[config.mk]
export PLATFORM = sky130hd
export DESIGN_NAME = adc_capture_ctrl
export DESIGN_NICKNAME = d
export VERILOG_FILES = /design/src/rtl/adc_capture_pkg.sv /design/src/rtl/adc_cap_delay_cnt.sv /design/src/rtl/adc_capture_ctrl.sv
export SDC_FILE = /design/constraint.sdc
export NUM_CORES = 1
export LEC_CHECK = 0
export BUFFER_PORTS_ARGS = -buffer_cell sky130_fd_sc_hd__buf_2
export CAP_MARGIN = 20
export CORE_UTILIZATION = 50
export DETAILED_ROUTE_END_ITERATION = 10
export PLACE_DENSITY = 0.86
export SLEW_MARGIN = 5
export SYNTH_ARGS = -nofsm -noshare
export SYNTH_HDL_FRONTEND = slang
export SYNTH_SLANG_ARGS = --single-unit
[constraint.sdc]
create_clock -name clk -period 2.27 [get_ports clk]
set_clock_uncertainty 0.05 [all_clocks]
set_input_delay 0.454 -clock clk [delete_from_list [all_inputs] [get_ports clk]]
set_output_delay 0.454 -clock clk [all_outputs]
set_load 0.1 [all_outputs]
[src/rtl/adc_capture_pkg.sv]
// Shared encodings and defaults for the ADC capture controller.
package adc_capture_pkg;

  localparam int unsigned STATE_W = 3;

  localparam logic [STATE_W-1:0] ST_IDLE    = 3'd0;
  localparam logic [STATE_W-1:0] ST_RST     = 3'd1;
  localparam logic [STATE_W-1:0] ST_RECOVER = 3'd2;
  localparam logic [STATE_W-1:0] ST_CAPTURE = 3'd3;
  localparam logic [STATE_W-1:0] ST_DONE    = 3'd4;

  typedef enum logic [STATE_W-1:0] {
    S_IDLE    = ST_IDLE,
    S_RST     = ST_RST,
    S_RECOVER = ST_RECOVER,
    S_CAPTURE = ST_CAPTURE,
    S_DONE    = ST_DONE
  } state_t;

  localparam int unsigned DEF_CNT_W       = 16;
  localparam int unsigned DEF_RST_CYCLES  = 4;
  localparam int unsigned DEF_RST_RECOVER = 8;

  // Larger of two interval lengths, used to size the shared delay counter.
  function automatic int unsigned max_u(input int unsigned a, input int unsigned b);
    return (a > b) ? a : b;
  endfunction

endpackage

[src/rtl/adc_cap_delay_cnt.sv]
// Loadable down-counter with a zero flag; times the FIFO reset and recovery intervals.
module adc_cap_delay_cnt #(
  parameter int unsigned W = 4
) (
  input  logic         clk,
  input  logic         rst,
  input  logic         load,
  input  logic [W-1:0] load_val,
  input  logic         dec,
  output logic         zero_c
);

  logic [W-1:0] cnt_q, cnt_d;

  // Load takes priority; decrement saturates at zero.
  always_comb begin
    cnt_d = cnt_q;
    if (load) begin
      cnt_d = load_val;
    end else if (dec && (cnt_q != '0)) begin
      cnt_d = cnt_q - W'(1);
    end
  end

  // Count register.
  always_ff @(posedge clk) begin
    if (rst) cnt_q <= '0;
    else     cnt_q <= cnt_d;
  end

  assign zero_c = (cnt_q == '0);

endmodule

[src/rtl/adc_capture_ctrl.sv]
// Sequences one ADC capture: FIFO reset, recovery wait, then N gated writes.
// Optional decimation enabled by defining ADC_CAPTURE_DECIMATE_EN.
module adc_capture_ctrl
  import adc_capture_pkg::*;
#(
  parameter int unsigned CNT_W       = DEF_CNT_W,
  parameter int unsigned RST_CYCLES  = DEF_RST_CYCLES,
  parameter int unsigned RST_RECOVER = DEF_RST_RECOVER
) (
  input  logic               clk,
  input  logic               rst,
  input  logic               start,
  input  logic               abort,
  input  logic [CNT_W-1:0]   num_samples,
`ifdef ADC_CAPTURE_DECIMATE_EN
  input  logic [7:0]         decim,
`endif
  input  logic               sample_valid,
  input  logic               fifo_full,
  output logic               fifo_rst,
  output logic               fifo_wr_en,
  output logic               busy,
  output logic               done,
  output logic               overflow,
  output logic [CNT_W-1:0]   samples_written,
  output logic [STATE_W-1:0] state_o
);

  localparam int unsigned DLY_W = $clog2(max_u(RST_CYCLES, RST_RECOVER) + 1);

  state_t           state_q, state_d;
  logic [CNT_W-1:0] len_q, len_d, cnt_q, cnt_d;
  logic             fifo_rst_q, fifo_rst_d;
  logic             busy_q, busy_d, done_q, done_d, ovf_q, ovf_d;
  logic             accept_c, cand_c, wr_c;
  logic             dly_load, dly_dec, dly_zero_c;
  logic [DLY_W-1:0] dly_val;

  adc_cap_delay_cnt #(.W(DLY_W)) u_dly (
    .clk      (clk),
    .rst      (rst),
    .load     (dly_load),
    .load_val (dly_val),
    .dec      (dly_dec),
    .zero_c   (dly_zero_c)
  );

`ifdef ADC_CAPTURE_DECIMATE_EN
  logic [7:0] decim_q, decim_d, dcnt_q, dcnt_d;

  // Decimation phase: restarts at zero on every CAPTURE entry, advances on each valid sample.
  always_comb begin
    decim_d = decim_q;
    dcnt_d  = dcnt_q;
    if (accept_c) decim_d = decim;
    if (state_q != S_CAPTURE) begin
      dcnt_d = '0;
    end else if (sample_valid) begin
      dcnt_d = (dcnt_q == decim_q) ? '0 : dcnt_q + 8'd1;
    end
  end

  // Decimation registers.
  always_ff @(posedge clk) begin
    if (rst) begin
      decim_q <= '0;
      dcnt_q  <= '0;
    end else begin
      decim_q <= decim_d;
      dcnt_q  <= dcnt_d;
    end
  end

  assign cand_c = (dcnt_q == '0);
`else
  assign cand_c = 1'b1;
`endif

  assign accept_c = start & ~abort & ((state_q == S_IDLE) | (state_q == S_DONE));
  assign wr_c     = (state_q == S_CAPTURE) & sample_valid & ~fifo_full & ~abort & cand_c;

  // Next-state, counters and registered-output decode.
  always_comb begin
    state_d  = state_q;
    len_d    = len_q;
    cnt_d    = cnt_q;
    ovf_d    = ovf_q;
    dly_load = 1'b0;
    dly_dec  = 1'b0;
    dly_val  = '0;

    if (abort && (state_q != S_IDLE)) begin
      state_d = S_IDLE;
    end else begin
      case (state_q)
        S_IDLE, S_DONE: begin
          if (accept_c) begin
            len_d    = num_samples;
            cnt_d    = '0;
            ovf_d    = 1'b0;
            dly_load = 1'b1;
            dly_val  = DLY_W'(RST_CYCLES - 1);
            state_d  = S_RST;
          end
        end
        S_RST: begin
          if (dly_zero_c) begin
            dly_load = 1'b1;
            dly_val  = DLY_W'(RST_RECOVER - 1);
            state_d  = S_RECOVER;
          end else begin
            dly_dec = 1'b1;
          end
        end
        S_RECOVER: begin
          if (dly_zero_c) begin
            state_d = (len_q == '0) ? S_DONE : S_CAPTURE;
          end else begin
            dly_dec = 1'b1;
          end
        end
        S_CAPTURE: begin
          if (sample_valid && fifo_full && cand_c) ovf_d = 1'b1;
          if (wr_c) begin
            cnt_d = cnt_q + CNT_W'(1);
            if ((cnt_q + CNT_W'(1)) == len_q) state_d = S_DONE;
          end
        end
        default: state_d = S_IDLE;
      endcase
    end

    fifo_rst_d = (state_d == S_RST);
    busy_d     = (state_d == S_RST) | (state_d == S_RECOVER) | (state_d == S_CAPTURE);
    done_d     = (state_d == S_DONE);
  end

  // State and status registers.
  always_ff @(posedge clk) begin
    if (rst) begin
      state_q    <= S_IDLE;
      len_q      <= '0;
      cnt_q      <= '0;
      fifo_rst_q <= 1'b0;
      busy_q     <= 1'b0;
      done_q     <= 1'b0;
      ovf_q      <= 1'b0;
    end else begin
      state_q    <= state_d;
      len_q      <= len_d;
      cnt_q      <= cnt_d;
      fifo_rst_q <= fifo_rst_d;
      busy_q     <= busy_d;
      done_q     <= done_d;
      ovf_q      <= ovf_d;
    end
  end

  assign fifo_rst        = fifo_rst_q;
  assign fifo_wr_en      = wr_c;
  assign busy            = busy_q;
  assign done            = done_q;
  assign overflow        = ovf_q;
  assign samples_written = cnt_q;
  assign state_o         = STATE_W'(state_q);

endmodule

==> run_results.csv <==
group,metric,value,unit
layout,layout.nets,386,
clock_tree,clk_latency,0.30,ns
placement,dp.cells,420,
worst_hold_path,worstHoldPathCells,3,
synthesis,async_flop_share,0,
drt,vias,2453,
drt,drtPass1Iterations,4,
power_and_ir_drop,power_density,510,nW/µm²
synthesis,synth_cells,308,
synthesis,yosysSeqAreaShare,0.345,
placement,place.gp.congestion,0.981,
synthesis,ys_ff_latch,43,
synthesis,synth_area_leaders,"dfxtp_1, xnor2_1, a21oi_1",
clock_tree,clk_pin_slew_worst_paths,0.08,ns
floorplanning,row_count,25,
drt,vias_per_cell,5.70,
floorplanning,dieArea,5280,µm²
timing,min_period_over_period,1.01,
synthesis,synth_top_area_share,0.345,
timing,max_slew_margin,0.668,
clock_tree,htree_num_levels,2,
clock_tree,cts_root_buffer,"clkbuf_8",
clock_tree,cts_tree,"yes",
worst_setup_path,slowest_delay,0.53,ns
clock_tree,cts_buffers,5,
worst_setup_path,r2r_cells,6,
global_route,grt.overflow.total,0,
layout,layout-drive-gt1-share,0.300,
floorplanning,die_h,72.7,µm
worst_hold_path,hp-class,"in -> reg",
clock_tree,clock-sinks,43,
layout,final_common_cell,"buf_2",
global_route,grt_pass1_wl,10.2,mm
layout,n_antenna_cell,0,
timing,setup_violations,1,
global_route,track_usage,0.251,
run,drv_cap,0,
timing,fin_setup_tns,-0.0254,ns
placement,dp_hpwl,4.60,mm
synthesis,yosys_warnings,0,
power_and_ir_drop,power.leakage,0.00123,µW
layout,mostFrequentLayoutCells,"buf_2, nand2_1, a21oi_1, nor2_1, dfxtp_1",
outcome,outcome,"finished, violations left",
global_route,grt_pass1_vias,2237,
timing,fin_crit,2.30,ns
timing,hold_violations,0,
timing,setup_ws,-0.0254,ns
worst_setup_path,worstSetupPathType,"reg -> reg",
synthesis,synthFlopType,"dfxtp_1",
worst_setup_path,cp_cell_sequence,"nand4_4 -> nor4_4 -> xnor2_1 -> or4b_1 -> or3b_1 -> o21ba_1",
synthesis,syn_area,2500,µm²
timing,tightest_slew,0.502,ns
drt,drtAntennaViolNets,0,
synthesis,avgSynthCellArea,8.11,µm²
drt,wirelength,6.22,mm
floorplanning,ios,46,
timing,rsz0062_at_grt,"yes",
timing,fmax,436,MHz
floorplanning,fp.dieW,72.7,µm
clock_tree,postCtsHoldBufs,0,
drt,routedWlPerCell,14.5,µm
layout,syn2layout_area_growth,21.8,%
worst_setup_path,cp_max_fo,9,
power_and_ir_drop,vdd_ir_drop_max,433,µV
synthesis,synth_top_cell_by_area,"dfxtp_1",
drt,dr.first_iter.drc_count,152,
outcome,violations,"setup timing",
synthesis,synth-edff-count,0,
clock_tree,cts.path.max_buffers,2,
global_route,grt_max_degree,25,
timing,drv_slew,0,
floorplanning,coreArea,4750,µm²
worst_setup_path,required,2.42,ns
synthesis,synth_cell_types,62,
synthesis,synth_fp_nets,332,
worst_setup_path,startpoint_type,"flop",
placement,io_buffer_count,45,
layout,fin_cells,430,
drt,drcViolationCount,0,
global_route,antenna_found_initial,0,
worst_setup_path,cp.arrival,2.45,ns
floorplanning,start_util,0.525,
worst_setup_path,slowest_stage,"or4b_1",
worst_setup_path,worst_setup_path_end_kind,"flop",
## what timing repair did
action,4_1_cts,5_1_grt
setup buffers,2,0
pin swaps,0,0
endpoints found under the setup margin,1,2
resized for setup,1,1
## power breakdown
group	total (µW)	internal [µW]	switching, µW	leakage [µW]
Sequential	791	764	27.5	0.000363
Combinational	259	101	159	0.000818
Clock	501	245	256	0.0000482
## path summary, 6_finish.rpt
check | slack (ns) | to | start
hold reg to reg | 0.44 | len_q[11] | len_q[11]
setup reg to reg | -0.03 | state_o[0] | samples_written[6]
hold / removal | 0.34 | len_q[1] | num_samples[1]
setup / recovery | -0.03 | state_o[0] | samples_written[6]
## cell families after synthesis
| logic type | synth area share |
|---|---|
| compound gates | 0.165 |
| xor+xnor | 0.102 |
| fa+ha+maj | 0.0100 |
| buf+inv | 0.0541 |
| flops | 0.345 |
| simple gates | 0.324 |
## layout make-up
class | count | area, µm²
well taps | 67 | 83.8
inverters | 6 | 22.5
multi-input cells | 241 | 1530
repair buffers | 65 | 390
clock buffers | 7 | 86.3
clock inverters | 1 | 5.00
fillers | 410 | 1710
flip-flops and latches | 43 | 921
## layer usage
metal / GRT usage / wire [µm] / part of all wire / up-vias
li1: - / - / - / 1212
met1: 0.327 / 2800 / 0.45 / 1145
met2: 0.409 / 2910 / 0.47 / 85
met3: 0.0511 / 393 / 0.063 / 11
met4: 0.100 / 114 / 0.018 / 0
met5: 0 / 0 / 0 / -
## sequential cells by signal, summed over array words and instances, names as in the netlist
| signal | count |
|---|---|
| samples_written | 16 |
| state_o | 3 |
| fifo_rst | 1 |
| busy | 1 |
| u_dly.cnt_q | 4 |
| done | 1 |
| len_q | 16 |
| overflow | 1 |
## worst max-delay path, delay by kind of cell, from the launching register on
kind            cells  cell delay [ns]
compound gates      1             0.17
simple gates        4             1.43
flops               1             0.42
xor+xnor            1             0.12
## stage by stage
| step | hold slack [ns] | util | setup slack, ns | cell area [µm²] | total power (µW) |
|---|---|---|---|---|---|
| after floorplan | 0.403 | - | -0.183 | 2580 | 996 |
| after global placement | 0.426 | 0.616 | 0.0650 | 2930 | 1060 |
| after detailed placement | 0.430 | 0.616 | 0.00414 | 2930 | 1060 |
| after CTS | 0.335 | 0.640 | 0.0145 | 3040 | 1560 |
| after global routing | 0.353 | 0.640 | -0.0954 | 3040 | 1610 |
| final | 0.340 | 0.640 | -0.0254 | 3040 | 1550 |
## Yosys cell counts, types with 2 or more instances
library cell	n
ha_1	2
buf_6	3
nor2_1	25
nor4_1	8
nand4b_1	2
o21ai_0	13
nand3_1	8
inv_1	6
nand4_1	5
or3_1	4
or4_1	2
a21oi_1	40
nor3_1	7
nor4_2	2
xor2_1	5
clkbuf_1	9
or3_2	2
buf_2	2
nand3b_1	7
o21bai_1	2
a211oi_1	2
nand2b_1	3
dfxtp_1	43
and4b_1	2
a31oi_1	4
o21a_1	2
nand2_1	40
xnor2_1	24
Power figures use the tool's default switching activity.
